<file path="src/rtl/ckong_kbd_input_pkg.sv">
`default_nettype none
// ============================================================================
// Package     : ckong_input_pkg
// Description : Shared constants and types for the Crazy Kong input stage:
//               PS/2 scan codes, joystick bit indices, player-control bit
//               positions, coin shaper states and small helper functions.
// Revision    : 1.0 - initial release
// ============================================================================
package ckong_input_pkg;

  // Arrow keys: only the low byte is compared, so E0 and keypad forms both match
  localparam logic [8:0] SC_UP       = 9'h075;
  localparam logic [8:0] SC_DOWN     = 9'h072;
  localparam logic [8:0] SC_LEFT     = 9'h06B;
  localparam logic [8:0] SC_RIGHT    = 9'h074;

  // Exact 9-bit matches
  localparam logic [8:0] SC_FIRE1_A  = 9'h029;
  localparam logic [8:0] SC_FIRE1_B  = 9'h014;
  localparam logic [8:0] SC_START1_A = 9'h016;
  localparam logic [8:0] SC_START1_B = 9'h005;
  localparam logic [8:0] SC_START2_A = 9'h01E;
  localparam logic [8:0] SC_START2_B = 9'h006;
  localparam logic [8:0] SC_COIN1    = 9'h02E;
  localparam logic [8:0] SC_COIN2    = 9'h036;
  localparam logic [8:0] SC_UP2      = 9'h02D;
  localparam logic [8:0] SC_DOWN2    = 9'h02B;
  localparam logic [8:0] SC_LEFT2    = 9'h023;
  localparam logic [8:0] SC_RIGHT2   = 9'h034;
  localparam logic [8:0] SC_FIRE2    = 9'h01C;

  // Bit indices inside the merged joystick word
  localparam int JOY_RIGHT = 0;
  localparam int JOY_LEFT  = 1;
  localparam int JOY_DOWN  = 2;
  localparam int JOY_UP    = 3;
  localparam int JOY_FIRE  = 4;
  localparam int JOY_START = 5;
  localparam int JOY_COIN  = 6;

  // Bit positions in the 7-bit player-control vector
  localparam int JB_UP    = 0;
  localparam int JB_DOWN  = 1;
  localparam int JB_LEFT  = 2;
  localparam int JB_RIGHT = 3;
  localparam int JB_FIRE  = 4;
  localparam int JB_START = 5;
  localparam int JB_COIN  = 6;

  typedef enum logic [1:0] {
    CS_IDLE  = 2'd0,
    CS_PULSE = 2'd1,
    CS_GAP   = 2'd2
  } coin_state_t;

  // Horizontal cabinet: directions rotate, fire/start/coin pass through
  function automatic logic [6:0] rotate_ctl(input logic [6:0] v);
    logic [6:0] r;
    r           = v;
    r[JB_UP]    = v[JB_LEFT];
    r[JB_DOWN]  = v[JB_RIGHT];
    r[JB_LEFT]  = v[JB_DOWN];
    r[JB_RIGHT] = v[JB_UP];
    return r;
  endfunction

  // Counter width able to hold max(a,b)-1, never below one bit
  function automatic int unsigned cnt_width(input int unsigned a, input int unsigned b);
    int unsigned m;
    int unsigned w;
    m = (a > b) ? a : b;
    w = $clog2(m);
    return (w < 1) ? 1 : w;
  endfunction

endpackage
`default_nettype wire

</file>
<file path="src/rtl/ckong_kbd_input_if.sv">
`default_nettype none
// ============================================================================
// Interface   : ckong_kbd_input_if
// Description : Keyboard/joystick inputs and the two player-control outputs
//               of the Crazy Kong input stage.
// Revision    : 1.0 - initial release
// ============================================================================
interface ckong_kbd_input_if;
  logic [10:0] ps2_key;
  logic [15:0] joy;
  logic        rot;
  logic [6:0]  joy_p1;
  logic [6:0]  joy_p2;

  // Source of key/joystick events, consumer of player controls
  modport master (output ps2_key, joy, rot, input joy_p1, joy_p2);
  // The input-conditioning stage itself
  modport slave  (input ps2_key, joy, rot, output joy_p1, joy_p2);
endinterface
`default_nettype wire

</file>
<file path="src/rtl/ckong_kbd_input_coin_shaper.sv">
`default_nettype none
// ============================================================================
// Module      : ckong_coin_shaper
// Description : Turns a coin request level into a fixed COIN_PULSE-cycle pulse
//               followed by a COIN_GAP-cycle lockout. Only a rising edge seen
//               in IDLE starts a pulse; edges during PULSE/GAP are dropped.
//               Used only when CKONG_INPUT_COIN_SHAPER_EN is defined.
// Revision    : 1.0 - initial release
// ============================================================================
module ckong_coin_shaper
  import ckong_input_pkg::*;
#(
  parameter int COIN_PULSE = 1_200_000,
  parameter int COIN_GAP   = 2_400_000
) (
  input  logic clk_sys,
  input  logic reset_n,
  input  logic req,
  output logic coin
);

  localparam int unsigned        c_cnt_w    = cnt_width(COIN_PULSE, COIN_GAP);
  localparam logic [c_cnt_w-1:0] c_pulse_ld = c_cnt_w'(COIN_PULSE - 1);
  localparam logic [c_cnt_w-1:0] c_gap_ld   = c_cnt_w'(COIN_GAP - 1);

  coin_state_t        r_state;
  logic [c_cnt_w-1:0] r_cnt;
  logic               r_req_q;
  logic               r_coin;

  assign coin = r_coin;

  // Pulse/lockout sequencer with a registered coin output
  always_ff @(posedge clk_sys) begin
    if (!reset_n) begin
      r_state <= CS_IDLE;
      r_cnt   <= '0;
      r_req_q <= 1'b0;
      r_coin  <= 1'b0;
    end else begin
      r_req_q <= req;
      case (r_state)
        CS_IDLE: begin
          if (req && !r_req_q) begin
            r_state <= CS_PULSE;
            r_cnt   <= c_pulse_ld;
            r_coin  <= 1'b1;
          end
        end
        CS_PULSE: begin
          if (r_cnt == '0) begin
            r_state <= CS_GAP;
            r_cnt   <= c_gap_ld;
            r_coin  <= 1'b0;
          end else begin
            r_cnt <= r_cnt - 1'b1;
          end
        end
        CS_GAP: begin
          if (r_cnt == '0) begin
            r_state <= CS_IDLE;
          end else begin
            r_cnt <= r_cnt - 1'b1;
          end
        end
        default: begin
          r_state <= CS_IDLE;
          r_coin  <= 1'b0;
        end
      endcase
    end
  end

endmodule
`default_nettype wire

</file>
<file path="src/rtl/ckong_kbd_input.sv">
`default_nettype none
// ============================================================================
// Module      : ckong_kbd_input
// Description : Input conditioning for the Crazy Kong core. Decodes hps_io
//               PS/2 key events into per-key flags, merges them with the
//               joystick word, applies the horizontal-cabinet remap and
//               registers two 7-bit player-control vectors
//               {coin, start, fire, right, left, down, up}.
//               Macro CKONG_INPUT_COIN_SHAPER_EN: when defined, coin bits are
//               fixed-length pulses with lockout; otherwise they follow the
//               coin request level.
// Revision    : 1.0 - initial release
// ============================================================================
module ckong_kbd_input
  import ckong_input_pkg::*;
#(
  parameter int COIN_PULSE = 1_200_000,
  parameter int COIN_GAP   = 2_400_000
) (
  input  logic             clk_sys,
  input  logic             reset_n,
  ckong_kbd_input_if.slave bus
);

  logic       r_tog_q;
  logic       w_event;
  logic       w_pressed;
  logic [8:0] w_code;
  logic [6:0] r_key_p1;
  logic [6:0] r_key_p2;
  logic [6:0] w_joy_ctl;
  logic [6:0] w_mrg_p1;
  logic [6:0] w_mrg_p2;
  logic [6:0] w_rot_p1;
  logic [6:0] w_rot_p2;
  logic       w_coin1;
  logic       w_coin2;
  logic       w_unused_joy;

  assign w_event      = bus.ps2_key[10] != r_tog_q;
  assign w_pressed    = bus.ps2_key[9];
  assign w_code       = bus.ps2_key[8:0];
  assign w_unused_joy = ^bus.joy[15:7];

  // Track the toggle bit and update key flags on each new event
  always_ff @(posedge clk_sys) begin
    if (!reset_n) begin
      r_tog_q  <= bus.ps2_key[10];
      r_key_p1 <= '0;
      r_key_p2 <= '0;
    end else begin
      r_tog_q <= bus.ps2_key[10];
      if (w_event) begin
        if (w_code[7:0] == SC_UP[7:0])    r_key_p1[JB_UP]    <= w_pressed;
        if (w_code[7:0] == SC_DOWN[7:0])  r_key_p1[JB_DOWN]  <= w_pressed;
        if (w_code[7:0] == SC_LEFT[7:0])  r_key_p1[JB_LEFT]  <= w_pressed;
        if (w_code[7:0] == SC_RIGHT[7:0]) r_key_p1[JB_RIGHT] <= w_pressed;
        case (w_code)
          SC_FIRE1_A, SC_FIRE1_B:   r_key_p1[JB_FIRE]  <= w_pressed;
          SC_START1_A, SC_START1_B: r_key_p1[JB_START] <= w_pressed;
          SC_START2_A, SC_START2_B: r_key_p2[JB_START] <= w_pressed;
          SC_COIN1:                 r_key_p1[JB_COIN]  <= w_pressed;
          SC_COIN2:                 r_key_p2[JB_COIN]  <= w_pressed;
          SC_UP2:                   r_key_p2[JB_UP]    <= w_pressed;
          SC_DOWN2:                 r_key_p2[JB_DOWN]  <= w_pressed;
          SC_LEFT2:                 r_key_p2[JB_LEFT]  <= w_pressed;
          SC_RIGHT2:                r_key_p2[JB_RIGHT] <= w_pressed;
          SC_FIRE2:                 r_key_p2[JB_FIRE]  <= w_pressed;
          default:                  ;
        endcase
      end
    end
  end

  // Reorder the joystick word into control-vector layout (shared by both players)
  always_comb begin
    w_joy_ctl           = '0;
    w_joy_ctl[JB_UP]    = bus.joy[JOY_UP];
    w_joy_ctl[JB_DOWN]  = bus.joy[JOY_DOWN];
    w_joy_ctl[JB_LEFT]  = bus.joy[JOY_LEFT];
    w_joy_ctl[JB_RIGHT] = bus.joy[JOY_RIGHT];
    w_joy_ctl[JB_FIRE]  = bus.joy[JOY_FIRE];
    w_joy_ctl[JB_START] = bus.joy[JOY_START];
  end

  // Joystick coin only feeds player 1's coin request
  assign w_mrg_p1 = r_key_p1 | w_joy_ctl | {bus.joy[JOY_COIN], 6'b0};
  assign w_mrg_p2 = r_key_p2 | w_joy_ctl;
  assign w_rot_p1 = bus.rot ? rotate_ctl(w_mrg_p1) : w_mrg_p1;
  assign w_rot_p2 = bus.rot ? rotate_ctl(w_mrg_p2) : w_mrg_p2;

`ifdef CKONG_INPUT_COIN_SHAPER_EN
  ckong_coin_shaper #(
    .COIN_PULSE (COIN_PULSE),
    .COIN_GAP   (COIN_GAP)
  ) u_coin1 (
    .clk_sys (clk_sys),
    .reset_n (reset_n),
    .req     (w_mrg_p1[JB_COIN]),
    .coin    (w_coin1)
  );

  ckong_coin_shaper #(
    .COIN_PULSE (COIN_PULSE),
    .COIN_GAP   (COIN_GAP)
  ) u_coin2 (
    .clk_sys (clk_sys),
    .reset_n (reset_n),
    .req     (w_mrg_p2[JB_COIN]),
    .coin    (w_coin2)
  );
`else
  localparam int c_unused_params = COIN_PULSE + COIN_GAP;

  assign w_coin1 = w_mrg_p1[JB_COIN];
  assign w_coin2 = w_mrg_p2[JB_COIN];
`endif

  // Registered player-control vectors
  always_ff @(posedge clk_sys) begin
    if (!reset_n) begin
      bus.joy_p1 <= '0;
      bus.joy_p2 <= '0;
    end else begin
      bus.joy_p1 <= {w_coin1, w_rot_p1[5:0]};
      bus.joy_p2 <= {w_coin2, w_rot_p2[5:0]};
    end
  end

endmodule
`default_nettype wire

</file>
<file path="src/flat_wrapper.sv">
// flat-port wrapper written by rule: the top's interface ports become plain ports
module ckong_kbd_input_flat import ckong_input_pkg::*;
#(
  parameter int COIN_PULSE = 1_200_000,
  parameter int COIN_GAP   = 2_400_000
)
  (clk_sys, reset_n, bus_ps2_key, bus_joy, bus_rot, bus_joy_p1, bus_joy_p2);
  ckong_kbd_input_if bus_i ();
  input  logic clk_sys;
  input  logic reset_n;
  input wire logic [$bits(bus_i.ps2_key)-1:0] bus_ps2_key;
  input wire logic [$bits(bus_i.joy)-1:0] bus_joy;
  input wire logic [$bits(bus_i.rot)-1:0] bus_rot;
  output wire logic [$bits(bus_i.joy_p1)-1:0] bus_joy_p1;
  output wire logic [$bits(bus_i.joy_p2)-1:0] bus_joy_p2;
  assign bus_i.ps2_key = bus_ps2_key;
  assign bus_i.joy = bus_joy;
  assign bus_i.rot = bus_rot;
  assign bus_joy_p1 = bus_i.joy_p1;
  assign bus_joy_p2 = bus_i.joy_p2;
  ckong_kbd_input #(.COIN_PULSE(COIN_PULSE), .COIN_GAP(COIN_GAP)) u_core (.clk_sys(clk_sys), .reset_n(reset_n), .bus(bus_i));
endmodule
</file>
<file path="config.mk">
export PLATFORM = sky130hd
export DESIGN_NAME = ckong_kbd_input_flat
export DESIGN_NICKNAME = d
export VERILOG_FILES = /design/src/rtl/ckong_kbd_input_pkg.sv /design/src/rtl/ckong_kbd_input_if.sv /design/src/rtl/ckong_kbd_input_coin_shaper.sv /design/src/rtl/ckong_kbd_input.sv /design/src/flat_wrapper.sv
export SDC_FILE = /design/constraint.sdc
export NUM_CORES = 1
export LEC_CHECK = 0
export ABC_AREA = 0
export BUFFER_PORTS_ARGS = -buffer_cell sky130_fd_sc_hd__buf_2
export CORE_MARGIN = 2
export CORE_UTILIZATION = 43
export CTS_CLUSTER_DIAMETER = 120
export CTS_CLUSTER_SIZE = 12
export DETAILED_ROUTE_END_ITERATION = 6
export PLACE_DENSITY_LB_ADDON = 0.05
export SYNTH_ARGS = -nofsm -noshare
export SYNTH_HDL_FRONTEND = slang
export SYNTH_SLANG_ARGS = --single-unit
export TNS_END_PERCENT = 20
</file>
<file path="constraint.sdc">
create_clock -name clk_sys -period 1.6 [get_ports clk_sys]
set_clock_uncertainty 0.1 [all_clocks]
set_input_delay 0.16 -clock clk_sys [delete_from_list [all_inputs] [get_ports clk_sys]]
set_output_delay 0.16 -clock clk_sys [all_outputs]
set_load 0.01 [all_outputs]
</file>
[After elaboration in Yosys (flattened, before gate mapping)]
Index checks and enable logic that the tools add are counted.
Widths: inputs -> output; s select.
Word-level totals
  memories: 0
  bits in writable memories: 0
  latch bits: 0
  bits in read-only memories: 0
  register bits after elaboration: 29
Cells by class
  $lt $le $gt $ge: 0
  $mul: 0
  mux-type cells: 2
  bitwise gates (word level): 3
  shift operators: 0
  reductions and logical operators: 17
  eq/ne operators: 18
  div/mod/pow operators: 0
  add/subtract/negate cells: 0
Operators by type and width (count)
  $eq 9x6->1 const B: 7
  $eq 9x5->1 const B: 4
  $eq 8x7->1 const B: 4
  $reduce_and 2->1: 14
  $eq 9x3->1 const B: 2
  $or 7x6->7: 2
  $mux 4: 2
  $or 7x7->7: 1
  $reduce_or 2->1: 3
  $ne 1x1->1: 1

[Longest topological paths before layout]
  depth after elaboration: 3
  gate-level depth with buffers: 5

[Worst setup path after synthesis]
Ideal clock, no wire load.
  kind: flip-flop to flip-flop
  start: reg u_core.r_tog_q
  end: reg u_core.r_key_p2[5]
  arrival time: 1.287 ns
  slack: 0.078 ns
  stages on the path, launching flop included: 5
  clock period less this slack: 1.522 ns
  library setup time: 0.135 ns
  cell sequence: dfxtp_1 xor2_2 nand4_1 o311ai_0 o41ai_1
On the way
  longest elaborated chain between the ends: 2
RTL lines
  from (decl): line ckong_kbd_input.sv:25  | logic r_tog_q;
  from (signal assigned): line ckong_kbd_input.sv:48  | r_tog_q <= bus.ps2_key[10];
  from (signal assigned): line ckong_kbd_input.sv:52  | r_tog_q <= bus.ps2_key[10];
  $ne 1x1->1: line ckong_kbd_input.sv:40  | assign w_event = bus.ps2_key[10] != r_tog_q;
  $reduce_and 2->1 (no source line)
  to (signal, indexed assignment): line ckong_kbd_input.sv:61  | SC_START2_A, SC_START2_B: r_key_p2[JB_START] <= w_pressed;
  to (signal, indexed assignment): line ckong_kbd_input.sv:63  | SC_COIN2: r_key_p2[JB_COIN] <= w_pressed;
  to (signal, indexed assignment): line ckong_kbd_input.sv:64  | SC_UP2: r_key_p2[JB_UP] <= w_pressed;
  to (decl): line ckong_kbd_input.sv:30  | logic [6:0] r_key_p2;
Every way passes these cells.
A chain may end at the register's enable or synchronous reset.

[Worst setup path in the final report]
  start: reg u_core.r_tog_q
  end: reg u_core.r_key_p1[5]
On the way
  longest elaborated chain between the ends: 2
RTL lines
  $ne 1x1->1: line ckong_kbd_input.sv:40
  $reduce_and 2->1 (no source line)
  to (signal, indexed assignment): line ckong_kbd_input.sv:54  | if (w_code[7:0] == SC_UP[7:0]) r_key_p1[JB_UP] <= w_pressed;
  to (signal, indexed assignment): line ckong_kbd_input.sv:55  | if (w_code[7:0] == SC_DOWN[7:0]) r_key_p1[JB_DOWN] <= w_pressed;
  to (signal, indexed assignment): line ckong_kbd_input.sv:56  | if (w_code[7:0] == SC_LEFT[7:0]) r_key_p1[JB_LEFT] <= w_pressed;
  to (decl): line ckong_kbd_input.sv:29  | logic [6:0] r_key_p1;
Every way passes these cells.

==> results.md <==
### Outcome
- completed — result of the run

### Power
- 0.670 nW — Static Leakage
- 0.718 mV — maximum VDD drop
- 864 nW/µm² — power density of the placed cells

### GRT
- 1078 — vias in the first global route
- 0 — number of antenna violations at the first check in global routing
- 18.9% — overall track demand over capacity in global routing
- 4750 µm — first-pass GRT wire length
- 0 — gr ovfl total
- 18 — largest net degree at the start of global routing

### Route
- 13.5 µm — detailed-route wire length per cell
- 0 — drt drc
- 5.67 — Avg Vias per Cell
- 0 — number of nets with antenna violations after routing
- 1207 — via count
- 4 — DRT Pass-1 Iters
- 2870 µm — total wire length after detailed routing
- 38 — detailed router's first-iteration violation count

### Yosys
- 0% — Post-Synth Adder-Cell Area
- 137 — post-synthesis instance total
- 16.5% — share of the synthesized area in compound gates (AO/OA/AOI/OAI)
- 46.8% — part of the Yosys area used for sequential elements
- 0 — number of warning messages in the yosys log
- simple AND/OR/NAND/NOR gates — combinational family with the most area after synthesis
- 1240 µm² — area of the mapped netlist
- 167 — Net Count, Synth
- 29 — flops & latches, synth
- 46.8% — top-area cell type share of the netlist area
- 31 — Netlist cell types
- sky130_fd_sc_hd__dfxtp_1 47%, sky130_fd_sc_hd__nor2_1 7.0%, sky130_fd_sc_hd__mux2i_1 4.8%, sky130_fd_sc_hd__a211oi_1 4.8%, sky130_fd_sc_hd__o41ai_1 4.2% — top cells by area, synth
- 26.4% — area share of and/or/nand/nor cells after synthesis
- 2.02% — post-synthesis share of cell area spent on xor and xnor gates
- 4.84% — share of cell area taken by muxes after synthesis
- sky130_fd_sc_hd__dfxtp_1 — post-synthesis cell type with the largest combined area
- 9.05 µm² — post-synthesis area per instance

### STA
- 665 MHz — highest attainable clock frequency
- 94.0% — final cycle utilization of the critical path
- 1.50 ns — fin crit period
- 0.325 ns — transition time of the tightest slew-check pin
- 78.3% — Slew Limit Headroom
- 0 — number of endpoints with negative hold slack in the final report
- 0.0957 ns — setup slack after layout
- 0 — final setup violating endpoints
- 0 — number of pins with negative max-slew slack in the final report

### Placement
- 0.843 — global placement routability congestion
- 1470 µm² — Placed Instance Area
- 34 — Port Buf Inserts
- 1980 µm — half-perimeter wire length of the detailed placement result
- 0.0511 ns — placement-stage worst setup slack

### Floorplan
- 2760 µm² — area of the core
- 19 — std cell rows
- 57.7 µm — height of the die
- 45.0% — initial standard-cell utilization of the core
- 3330 µm² — overall die area
- 44 — I/O pin cnt
- 57.7 µm — Die X

### Worst setup path
- flip-flop — Critical Path End Type
- u_core.r_tog_q — reg-to-reg critical path startpoint
- sky130_fd_sc_hd__nor4_2 — critical-path cell with the highest stage delay
- 0 — combined buffer and inverter count along the critical path
- flip-flop to flip-flop — classification of the worst setup path
- xor2_2, nand2_2, nor4_2, mux2i_1 — cell-by-cell listing of the critical path
- flip-flop — launching element type of the critical path
- 1.75 ns — required time worst endpoint
- 1.66 ns — Critical Path AT
- simple AND/OR/NAND/NOR gates — family with the most delay on the worst path
- 0.35 ns — delay of the slowest cell on the worst path
- 10 — maximum net fanout on the critical path
- u_core.r_tog_q — start point of the critical path

### Cells and area
- 28.0% — Area growth, synth to finish
- 0 — antenna fix cells
- 34 x sky130_fd_sc_hd__buf_2, 28 x sky130_fd_sc_hd__dfxtp_1, 23 x sky130_fd_sc_hd__nor2_1 — leading cell types in the layout, fill and taps excluded
- 212 — fin nets
- 631 µm² — area used by multi-input combinational logic
- 582 µm² — footprint of the flip-flops and latches
- 29.7% — fraction of final layout cells with drive strength greater than 1
- 263 — Fill cells
- 1590 µm² — Non-Filler Cell Area, Final
- sky130_fd_sc_hd__buf_2 — leading cell type in the layout, fill and taps excluded

### Worst hold path
- bus_ps2_key[3] — startpoint of the lowest-slack hold path
- input port to flip-flop — hold crit path type

### Flow run
- 0 — count of maximum capacitance violations

### CTS
- built — TritonCTS clock tree
- 0.08 ns — clock edge transition at the registers on the reported setup and hold paths
- 2 — number of H-tree levels
- 0.32 ns — clock insertion delay at the later pin of the skew report
- 2 — buffer depth of the longest clock path
- 0 — number of setup buffers added after CTS
- 5 — Num CTS Buffers
- 29 — TritonCTS Sinks
- sky130_fd_sc_hd__clkbuf_4 — root buffer cell

==> cells in the mapped netlist <==
cell and instances:
sky130_fd_sc_hd__xor2_2 1, sky130_fd_sc_hd__o41ai_1 6, sky130_fd_sc_hd__xor2_1 1, sky130_fd_sc_hd__or4b_1 1
sky130_fd_sc_hd__o31ai_1 3, sky130_fd_sc_hd__nor4_1 2, sky130_fd_sc_hd__dfxtp_1 29, sky130_fd_sc_hd__nor2_1 23
sky130_fd_sc_hd__and2_1 1, sky130_fd_sc_hd__nor2b_1 5, sky130_fd_sc_hd__nor3b_1 3, sky130_fd_sc_hd__o311ai_0 5
sky130_fd_sc_hd__mux2i_1 6, sky130_fd_sc_hd__buf_2 2, sky130_fd_sc_hd__inv_1 1, sky130_fd_sc_hd__nand2b_1 1
sky130_fd_sc_hd__nand2_2 1, sky130_fd_sc_hd__nand3_2 1, sky130_fd_sc_hd__nand4_1 5, sky130_fd_sc_hd__a21oi_1 2
sky130_fd_sc_hd__and4b_1 1, sky130_fd_sc_hd__a32oi_1 1, sky130_fd_sc_hd__nor3_1 9, sky130_fd_sc_hd__clkbuf_2 1
sky130_fd_sc_hd__nand2_1 8, sky130_fd_sc_hd__nand3_1 2, sky130_fd_sc_hd__a211oi_1 8, sky130_fd_sc_hd__clkinv_1 1
sky130_fd_sc_hd__o211ai_1 1, sky130_fd_sc_hd__clkbuf_1 5, sky130_fd_sc_hd__and3b_2 1
==> what timing repair did <==
action,in CTS,in global routing
hold buffers,5,0
endpoints found under the setup margin,0,5
hold endpoints to repair,7,0
gates resized for setup,0,5
==> worst register-to-register path: cells and delay by family (launching register included) <==
family	cells	cell delay [ns]
XOR/XNOR	1	0.24
flip-flops	1	0.34
multiplexers	1	0.21
AND/OR/NAND/NOR	2	0.56
==> per-layer routing <==
metal | global-route usage, % | vias up | routed length (µm)
li1 | - | 602 | -
met1 | 24.2 | 562 | 1330
met2 | 28.9 | 38 | 1320
met3 | 6.47 | 5 | 183
met4 | 7.97 | 0 | 34
met5 | 0 | - | 0
==> path summary, 6_finish.rpt <==
path                             end  slack, ns  cells past startpoint
setup reg to reg  u_core.r_key_p1[5]        0.1                      4
hold reg to reg   u_core.r_key_p2[4]       0.36                      2
setup / recovery  u_core.r_key_p1[5]        0.1                      4
hold / removal    u_core.r_key_p2[6]       0.02                      3
==> kinds of logic (layout without fill, tap and decap cells) <==
| kind of cell | after synthesis | in the layout |
|---|---|---|
| buffers and inverters | 10 | 55 |
| AOI/OAI and AO/OA | 26 | 26 |
| DFF | 29 | 29 |
| muxes | 6 | 6 |
| and+or+nand+nor | 64 | 64 |
| xor gates and xnor gates | 2 | 2 |
==> cell type report <==
| type | instances | area share, % |
|---|---|---|
| multi-input combinational | 98 | 39.7 |
| sequential | 29 | 36.7 |
| timing repair buffer | 46 | 17.2 |
| clock buffer | 7 | 3.47 |
| tap | 31 | 2.44 |
| inverter | 2 | 0.473 |
==> through the flow <==
step	cells	setup TNS [ns]	total power, mW	util (%)	hold WS [ns]
after floorplan	137	0	0.860	-	0.0877
after global placement	201	0	0.936	53.2	0.206
after detailed placement	201	0	0.940	53.2	0.209
after CTS	213	0	1.39	57.0	0.0120
after global routing	213	-0.0466	1.45	57.5	0.0418
final	213	0	1.37	57.5	0.0220
==> power breakdown <==
| group | leakage (nW) | switching (mW) | internal, mW | total, mW |
|---|---|---|---|---|
| registers | 0.238 | 0.00517 | 0.744 | 0.749 |
| logic | 0.401 | 0.111 | 0.0783 | 0.189 |
| clock network | 0.0314 | 0.227 | 0.207 | 0.434 |
| total | 0.670 | 0.342 | 1.03 | 1.37 |
==> flip-flops by register name, indices dropped and copies added (netlist names) <==
signal and count:
u_core.bus.joy_p2 7, u_core.r_tog_q 1, u_core.bus.joy_p1 7, u_core.r_key_p1 7, u_core.r_key_p2 7
No activity file was read; power rests on OpenSTA's default activity.
